===== src/rtl/sar_tnh_ctrl_pkg.sv =====
// Shared types and helpers for the SAR track-and-hold controller.
// Covers the FSM state encoding, counter sizing and trial-code arithmetic.
package sar_tnh_ctrl_pkg;

    typedef enum logic [1:0] {IDLE, TRACK, CONV, DONE} sar_state_t;

    localparam int MAX_BITS = 32;

    // Width of a counter that runs 0 .. n-1 (never narrower than one bit).
    function automatic int cnt_w(input int n);
        return (n <= 2) ? 1 : $clog2(n);
    endfunction

    function automatic logic [MAX_BITS-1:0] trial_code(input logic [MAX_BITS-1:0] result,
                                                       input int                  idx);
        return result | (MAX_BITS'(1) << idx);
    endfunction

endpackage


===== src/rtl/sar_tnh_ctrl_if.sv =====
// Result handshake between the SAR controller and the digital back-end.
// Carries the converted code plus its valid/ready pair.
interface sar_tnh_ctrl_if #(
    parameter int N_BITS = 8
);
    logic [N_BITS-1:0] dout;
    logic              dout_valid;
    logic              dout_ready;

    modport master (output dout, output dout_valid, input dout_ready);
    modport slave  (input dout, input dout_valid, output dout_ready);
endinterface


===== src/rtl/sar_tnh_ctrl_reg.sv =====
// Successive-approximation register: it holds the partial result and
// registers the trial code that drives the reference DAC.
module sar_tnh_ctrl_reg
    import sar_tnh_ctrl_pkg::*;
#(
    parameter int N_BITS = 8
) (
    input  logic                       clk,
    input  logic                       rstn,
    input  logic                       i_init,
    input  logic                       i_load,
    input  logic [cnt_w(N_BITS)-1:0]   i_idx,
    input  logic                       i_cmp,
    output logic [N_BITS-1:0]          o_result_next,
    output logic [N_BITS-1:0]          o_trial
);

    logic [N_BITS-1:0] r_result;
    logic [N_BITS-1:0] r_trial;
    logic [N_BITS-1:0] w_keep;

    // Bit idx is still clear in r_result, so OR-ing in the decision is enough.
    assign w_keep        = {{(N_BITS-1){1'b0}}, i_cmp} << i_idx;
    assign o_result_next = r_result | w_keep;
    assign o_trial       = r_trial;

    // NOTE: state registers use non-blocking assignments only, so every flop samples pre-edge values.
    always_ff @(posedge clk or negedge rstn) begin
        if (!rstn) begin
            r_result <= '0;
            r_trial  <= '0;
        end else if (i_init) begin
            r_result <= '0;
            r_trial  <= N_BITS'(trial_code('0, N_BITS - 1));
        end else if (i_load) begin
            r_result <= o_result_next;
            r_trial  <= (i_idx == '0) ? '0
                      : N_BITS'(trial_code(MAX_BITS'(o_result_next), int'(i_idx) - 1));
        end
    end

endmodule


===== src/rtl/sar_tnh_ctrl.sv =====
// Track-and-hold clocking and SAR conversion controller with a
// valid/ready result port; all outputs come straight from flops.
module sar_tnh_ctrl
    import sar_tnh_ctrl_pkg::*;
#(
    parameter int N_BITS        = 8,
    parameter int TRACK_CYCLES  = 4,
    parameter int SETTLE_CYCLES = 2
) (
    input  logic              clk,
    input  logic              rstn,
    input  logic              start,
    output logic              sclk,
    output logic [N_BITS-1:0] dac_code,
    input  logic              cmp,
    output logic              busy,
    sar_tnh_ctrl_if.master    dout_if
);

    localparam int TW = cnt_w(TRACK_CYCLES);
    localparam int SW = cnt_w(SETTLE_CYCLES);
    localparam int IW = cnt_w(N_BITS);

    sar_state_t        r_state, w_state_nxt;
    logic [TW-1:0]     r_tcnt;
    logic [SW-1:0]     r_scnt;
    logic [IW-1:0]     r_idx;
    logic              r_sclk, r_busy, r_dout_valid;
    logic [N_BITS-1:0] r_dout;
    logic [N_BITS-1:0] w_result_next;
    logic              w_trk_done, w_trial_end, w_last_bit, w_hs, w_init, w_load, w_finish;

    assign w_trk_done  = (r_tcnt == TW'(TRACK_CYCLES - 1));
    assign w_trial_end = (r_scnt == SW'(SETTLE_CYCLES - 1));
    assign w_last_bit  = (r_idx == '0);
    assign w_hs        = r_dout_valid & dout_if.dout_ready;
    assign w_finish    = w_load & w_last_bit;

    // NOTE: every signal written here gets a default first, so no latch can be inferred.
    always_comb begin
        w_state_nxt = r_state;
        w_init      = 1'b0;
        w_load      = 1'b0;
        case (r_state)
            IDLE:    if (start) w_state_nxt = TRACK;
            TRACK:   if (w_trk_done) begin
                         w_state_nxt = CONV;
                         w_init      = 1'b1;
                     end
            CONV:    if (w_trial_end) begin
                         w_load = 1'b1;
                         if (w_last_bit) w_state_nxt = DONE;
                     end
            DONE:    if (w_hs) w_state_nxt = IDLE;
            default: w_state_nxt = IDLE;
        endcase
    end

    always_ff @(posedge clk or negedge rstn) begin
        if (!rstn) r_state <= IDLE;
        else       r_state <= w_state_nxt;
    end

    // Counters hold at terminal count; the FSM moves on from there.
    always_ff @(posedge clk or negedge rstn) begin
        if (!rstn) begin
            r_tcnt <= '0;
            r_scnt <= '0;
            r_idx  <= '0;
        end else begin
            if (r_state == IDLE)                   r_tcnt <= '0;
            else if (r_state == TRACK && !w_trk_done) r_tcnt <= r_tcnt + TW'(1);

            if (w_init || w_load)                  r_scnt <= '0;
            else if (r_state == CONV && !w_trial_end) r_scnt <= r_scnt + SW'(1);

            if (w_init)                            r_idx <= IW'(N_BITS - 1);
            else if (w_load && !w_last_bit)        r_idx <= r_idx - IW'(1);
        end
    end

    always_ff @(posedge clk or negedge rstn) begin
        if (!rstn) begin
            r_sclk       <= 1'b0;
            r_busy       <= 1'b0;
            r_dout_valid <= 1'b0;
            r_dout       <= '0;
        end else begin
            r_busy <= (w_state_nxt != IDLE);
            if (w_init)        r_sclk <= 1'b1;
            else if (w_finish) r_sclk <= 1'b0;
            if (w_finish) begin
                r_dout       <= w_result_next;
                r_dout_valid <= 1'b1;
            end else if (w_hs) begin
                r_dout_valid <= 1'b0;
            end
        end
    end

    sar_tnh_ctrl_reg #(.N_BITS(N_BITS)) u_sar_reg (
        .clk           (clk),
        .rstn          (rstn),
        .i_init        (w_init),
        .i_load        (w_load),
        .i_idx         (r_idx),
        .i_cmp         (cmp),
        .o_result_next (w_result_next),
        .o_trial       (dac_code)
    );

    assign sclk               = r_sclk;
    assign busy               = r_busy;
    assign dout_if.dout       = r_dout;
    assign dout_if.dout_valid = r_dout_valid;

endmodule

===== src/flat_wrapper.sv =====
// flat-port wrapper written by rule: the top's interface ports become plain ports
module sar_tnh_ctrl_flat import sar_tnh_ctrl_pkg::*;
#(
    parameter int N_BITS        = 8,
    parameter int TRACK_CYCLES  = 4,
    parameter int SETTLE_CYCLES = 2
)
  (clk, rstn, start, sclk, dac_code, cmp, busy, dout_if_dout, dout_if_dout_valid, dout_if_dout_ready);
  sar_tnh_ctrl_if #(.N_BITS(N_BITS)) dout_if_i ();
  input  logic clk;
  input  logic rstn;
  input  logic start;
  output logic sclk;
  output logic [N_BITS-1:0] dac_code;
  input  logic cmp;
  output logic busy;
  output wire logic [$bits(dout_if_i.dout)-1:0] dout_if_dout;
  output wire logic [$bits(dout_if_i.dout_valid)-1:0] dout_if_dout_valid;
  input wire logic [$bits(dout_if_i.dout_ready)-1:0] dout_if_dout_ready;
  assign dout_if_dout = dout_if_i.dout;
  assign dout_if_dout_valid = dout_if_i.dout_valid;
  assign dout_if_i.dout_ready = dout_if_dout_ready;
  sar_tnh_ctrl #(.N_BITS(N_BITS), .TRACK_CYCLES(TRACK_CYCLES), .SETTLE_CYCLES(SETTLE_CYCLES)) u_core (.clk(clk), .rstn(rstn), .start(start), .sclk(sclk), .dac_code(dac_code), .cmp(cmp), .busy(busy), .dout_if(dout_if_i));
endmodule

===== config.mk =====
export PLATFORM = sky130hd
export DESIGN_NAME = sar_tnh_ctrl_flat
export DESIGN_NICKNAME = d
export VERILOG_FILES = /design/src/rtl/sar_tnh_ctrl_pkg.sv /design/src/rtl/sar_tnh_ctrl_if.sv /design/src/rtl/sar_tnh_ctrl_reg.sv /design/src/rtl/sar_tnh_ctrl.sv /design/src/flat_wrapper.sv
export SDC_FILE = /design/constraint.sdc
export NUM_CORES = 1
export LEC_CHECK = 0
export CORE_MARGIN = 2
export CORE_UTILIZATION = 55
export DETAILED_ROUTE_END_ITERATION = 8
export GPL_ROUTABILITY_DRIVEN = 0
export PLACE_DENSITY = 0.89
export RECOVER_POWER = 25
export SYNTH_ARGS = -nofsm -noshare
export SYNTH_HDL_FRONTEND = slang
export SYNTH_HIERARCHICAL = 1
export SYNTH_SLANG_ARGS = --single-unit

===== constraint.sdc =====
create_clock -name clk -period 5.28 [get_ports clk]
set_clock_uncertainty 0.1 [all_clocks]
set_input_delay 0.528 -clock clk [delete_from_list [all_inputs] [get_ports clk]]
set_output_delay 0.528 -clock clk [all_outputs]
set_load 0.005 [all_outputs]

* Word level (Yosys, flattened, before mapping)
Cells that the tools add are included.
** Word-level totals
- Register bits :: 35
- Input port bits :: 5
- Word-level logic and storage cells :: 65
** Operators by class
- $add $sub $neg :: 4
- Equality and inequality tests :: 4
- Shift operators :: 2
- Muxes and demuxes :: 25
- Bitwise operators :: 4
- Reductions and logical operators :: 16
** Operators by type and width (number)
- $mux W8 :: 5
- $shl A1 B32 Y8 const A :: 1
- $or A8 B8 Y8 :: 2
- $mux W2 :: 7
- $reduce_bool A2 Y1 :: 7
- $mux W1 :: 10
- $pmux W2 S4 :: 1
- $shl A1 B3 Y8 :: 1
- $eq A2 B2 Y1 const B :: 3
- $mux W3 :: 2
- $sub A3 B1 Y4 const B :: 1
- $logic_and A1 B1 Y1 :: 3
- $logic_not A1 Y1 :: 3
- $logic_not A3 Y1 :: 1
- $sub A3 B1 Y3 const B :: 1
- $add A2 B1 Y2 const B :: 1
- $and A1 B1 Y1 :: 2
- $eq A2 B1 Y1 const B :: 1
- $logic_not A2 Y1 :: 1
- $add A1 B1 Y1 const B :: 1
- $logic_or A1 B1 Y1 :: 1

* Longest topological paths before layout
- Depth in word-level cells :: 6
- Depth in mapped cells :: 7
- Depth with buffers taken out :: 5

* By module
The synthesis kept the hierarchy.
** By module, submodules not included
- sar_tnh_ctrl_reg :: instances 1, cells an instance 98, area each 887.1 sq um, seq. area each 400.4 sq um
- sar_tnh_ctrl :: instances 1, cells an instance 69, area each 873.3 sq um, seq. area each 475.5 sq um

* Least setup slack after synthesis
Ideal clock, no wire load.
- Kind :: register -> register
- Start point :: register u_core.r_idx[0]
- End point :: register u_core.r_dout[0], in the netlist u_core/dout_if.dout[0]
- Library setup time :: 0.125 ns
- Arrival time :: 1.551 ns
- Required time :: 5.055 ns
- Slack :: 3.504 ns
- Cell stages (with the launch flop) :: 6
- Clock period less this slack :: 1.776 ns
- Cells stage by stage :: dfrtp_1 inv_1 ha_1 nand2b_4 nor3_4 mux2_2
** On the way
- Word-level cells in the longest chain between the ends :: 2
** Ends and longest elaborated chain
- start: declaration :: line sar_tnh_ctrl.sv:27 : logic [IW-1:0] r_idx;
- start signal: assignment :: line sar_tnh_ctrl.sv:77 : if (w_init) r_idx <= IW'(N_BITS - 1);
- start signal: assignment :: line sar_tnh_ctrl.sv:78 : else if (w_load && !w_last_bit) r_idx <= r_idx - IW'(1);
- $logic_not A3 Y1 or $shl A1 B3 Y8 (tied branches) :: line sar_tnh_ctrl.sv:35, sar_tnh_ctrl_reg.sv:23
- $and A1 B1 Y1 or $or A8 B8 Y8 (tied branches) :: line sar_tnh_ctrl.sv:37, sar_tnh_ctrl_reg.sv:24
- end signal: assignment :: line sar_tnh_ctrl.sv:93 : r_dout <= w_result_next;
- end: declaration :: line sar_tnh_ctrl.sv:29 : logic [N_BITS-1:0] r_dout;
Parallel ways exist; a longest one is shown, timed or not.
A chain may end at the register's enable or synchronous reset.

==> qor.yml <==
worst_setup_path:
  path_max_fanout: 35
  required_ns: 5.30
  slowest_stage: "clkbuf_1"
  cp-start-kind: "primary input"
  r2r-start: "u_core/r_state[1]"
  max_stage_delay_ns: 1.31
  path_buf_inv: 2
  critPathArrivalTime_ns: 2.37
  worst-r2r-cell-count: 4
  crit_type: "primary input to asynchronous set/reset pin"
  r2r_end: "u_core/u_sar_reg/o_trial[4]"
  worstSetupEndpointType: "asynchronous set/reset pin"
  path_cells: "dlygate4sd3_1 -> clkbuf_1"
  critPathTopFamily: "buffers and inverters"
  reg2reg_slack_ns: 3.04
yosys:
  yosys.area_share.adder_pct: 5.69
  synthDistinctLibCells: 41
  synth-seq-area-share_pct: 49.8
  avgSynthCellArea_um2: 10.5
  yosys.area_share.simple_pct: 16.6
  syn-num-nets: 180
  syn_inst: 167
  synthXorXnorAreaFrac_pct: 0
  netlist_area_um2: 1760
  synth_top_family_by_area: "simple AND/OR/NAND/NOR gates"
  ys_warn_count: 6
  muxShareOfSynthArea_pct: 6.89
  synth_compound_area_share_pct: 15.3
  ys_ff_latch: 35
timing:
  period_share_pct: 44.7
  slew_violations: 36
  layout_min_cycle_time_ns: 2.36
  hold_viol: 0
  tightest_slew_ns: 1.83
  fmax_ghz: 0.424
  setup_viol: 0
  relSlewSlack_pct: -21.8
  rsz0062_at_grt: "false"
  finalSetupTns_ns: 0
  finalHoldWorstSlack_ns: 0.405
floorplanning:
  dieWidth_um: 60.6
  core-area_um2: 3050
  pin_count: 24
  start_util_pct: 57.7
  dieArea_um2: 3670
  std_cell_rows: 20
  die_y_um: 60.6
routing:
  dr.pass1.iters: 4
  drc: 0
  antenna_left: 0
  totalWireLength_um: 3690
  vias_per_cell: 5.69
  post_drt_wl_per_cell_um: 15.6
  num_vias: 1344
  drt_iter0_drc: 71
cts:
  path_clk_slew_ns: 0.11
  ctsHoldBuffers: 0
  clockRootBuffer: "clkbuf_4"
  postCtsSetupRepairBufs: 0
  clock_path_buffers: 2
  clock_sink_count: 35
  numCtsBuffers: 5
  ctsResizeCount: 0
  htree_levels: 2
  cts_tree: "done"
  clkLatencyLatePin_ns: 0.34
global_route:
  groute.usage.overall_pct: 23.5
  antenna_found_initial: 0
  grt_pass1_vias: 1328
  grt_first_pass_wirelength_um: 6290
  grt_overflow: 0
  grt_max_degree: 36
place:
  dpl.hpwl_um: 2610
  post_dp_cell_area_um2: 2010
  io_buffer_count: 23
layout:
  area_growth_pct: 18.6
  diodes: 0
  drive_gt1_share_pct: 13.5
  design_area_um2: 2090
  final_net_count: 204
run_status:
  status: "complete, but fails checks"
  violations: "capacitance limit, slew limit"
min_path:
  whs_path_depth: 2
  holdCritStartpoint: "u_core/u_sar_reg/o_trial[5]"
  hp-class: "register to register"
  min_to: "u_core/u_sar_reg/o_trial[5]"
power_and_ir_drop:
  ir_drop_uv: 240
  power_density_nw_per_um2: 480
  p_leak_uw: 0.000994
  finalPower_uw: 1000
job:
  drv_cap: 1
-- cell usage after synthesis --
master	instances	area share [%]
inv_1	16	3.4
nand3_1	3	0.85
nor3_1	9	2.6
a21oi_1	5	1.4
a31oi_1	5	1.8
o21ai_0	2	0.57
and2_1	1	0.36
a21o_1	2	0.85
mux2_2	9	5.8
o22a_2	1	0.57
buf_4	1	0.43
nor3b_1	2	0.85
dfrtp_1	35	50
nand2_1	13	2.8
nor2b_2	1	0.50
a211oi_1	1	0.43
and2b_2	1	0.50
nand2b_2	2	1.0
o211a_1	1	0.57
a41o_2	1	0.64
and2b_1	1	0.43
nor2b_1	2	0.71
a41oi_1	1	0.50
o221ai_1	6	3.0
clkbuf_1	1	0.21
nand2b_4	1	0.78
a31oi_2	1	0.71
a311oi_1	1	0.50
o21ai_1	2	0.57
a22o_1	3	1.5
nor3_4	1	0.92
or3_1	1	0.36
and3b_1	2	1.0
o211ai_1	2	0.85
buf_2	4	1.1
ha_1	8	5.7
buf_6	1	0.64
o2111ai_1	1	0.50
nor2_1	14	3.0
o22ai_1	1	0.36
mux2i_1	2	1.1
-- layout make-up --
class | instances | area, um^2
sequential | 35 | 876
tap | 44 | 55.1
multi-input combinational | 109 | 782
timing repair buffer | 24 | 234
fill | 231 | 965
clock inverter | 3 | 43.8
clock buffer | 5 | 37.5
inverter | 16 | 60.1
-- where the power goes --
part | switching [uW] | internal [uW] | leakage, uW | total (uW)
combinational | 185 | 197 | 0.000498 | 382
clock | 92.8 | 99.6 | 0.0000452 | 192
sequential | 90.0 | 337 | 0.000451 | 427
-- layer usage --
metal | GRT usage, % | vias to the layer above | share of wire (%)
met5 | 0 | - | 0
met4 | 7.76 | 0 | 1.9
met3 | 6.61 | 10 | 4.4
met2 | 36.3 | 44 | 50
met1 | 32.2 | 647 | 44
li1 | - | 643 | -
-- worst max path at each step --
stage / start / to / slack, ns / cells after the start
after global placement: cmp / u_core/dout_if.dout[0] / 3.21 / 5
after detailed placement: u_core/r_state[1] / u_core/u_sar_reg/o_trial[4] / 3.12 / 4
after floorplan: u_core/r_idx[0] / u_core/dout_if.dout[0] / 3.50 / 5
final: rstn / u_core/u_sar_reg/o_trial[1] / 2.92 / 2
after global routing: rstn / u_core/r_tcnt[0] / 2.52 / 2
after CTS: u_core/r_state[0] / u_core/u_sar_reg/o_trial[4] / 3.08 / 4
-- stage by stage --
stage          util, %  setup slack [ns]  cells
6_report          68.4              2.92    236
5_1_grt           68.4              2.52    236
3_3_place_gp      65.9              3.21    228
3_5_place_dp      65.9              3.12    228
4_1_cts           68.5              3.08    236
2_1_floorplan        -              3.50    167
-- placed cells by master, fill, tap and decap left out, types with 3 or more instances in the layout --
| master | synthesis | routed |
|---|---|---|
| nor3_1 | 9 | 9 |
| ha_1 | 8 | 8 |
| inv_1 | 16 | 16 |
| nand3_1 | 3 | 3 |
| o221ai_1 | 6 | 6 |
| mux2_2 | 9 | 9 |
| a31oi_1 | 5 | 5 |
| dfrtp_1 | 35 | 35 |
| clkdlybuf4s50_1 | 0 | 22 |
| clkbuf_4 | 0 | 5 |
| a21oi_1 | 5 | 5 |
| nand2_1 | 13 | 13 |
| nor2_1 | 14 | 14 |
| a22o_1 | 3 | 3 |
-- cell families after synthesis --
| logic type | Yosys count |
|---|---|
| AND/OR/NAND/NOR | 54 |
| buffers and inverters | 23 |
| AO/OA/AOI/OAI | 36 |
| multiplexers | 11 |
| flip-flops | 35 |
| adder cells (fa/ha/maj) | 8 |
-- state kept, by name (all words and copies together) (netlist names) --
register                   cells
u_core/r_tcnt                  2
u_core/sclk                    1
u_core/r_state                 2
u_core/dout_if.dout_valid      1
u_core/u_sar_reg/o_trial       8
u_core/r_scnt                  1
u_core/busy                    1
u_core/u_sar_reg/r_result      8
u_core/r_idx                   3
u_core/dout_if.dout            8
(Power assumes the default switching activity.)
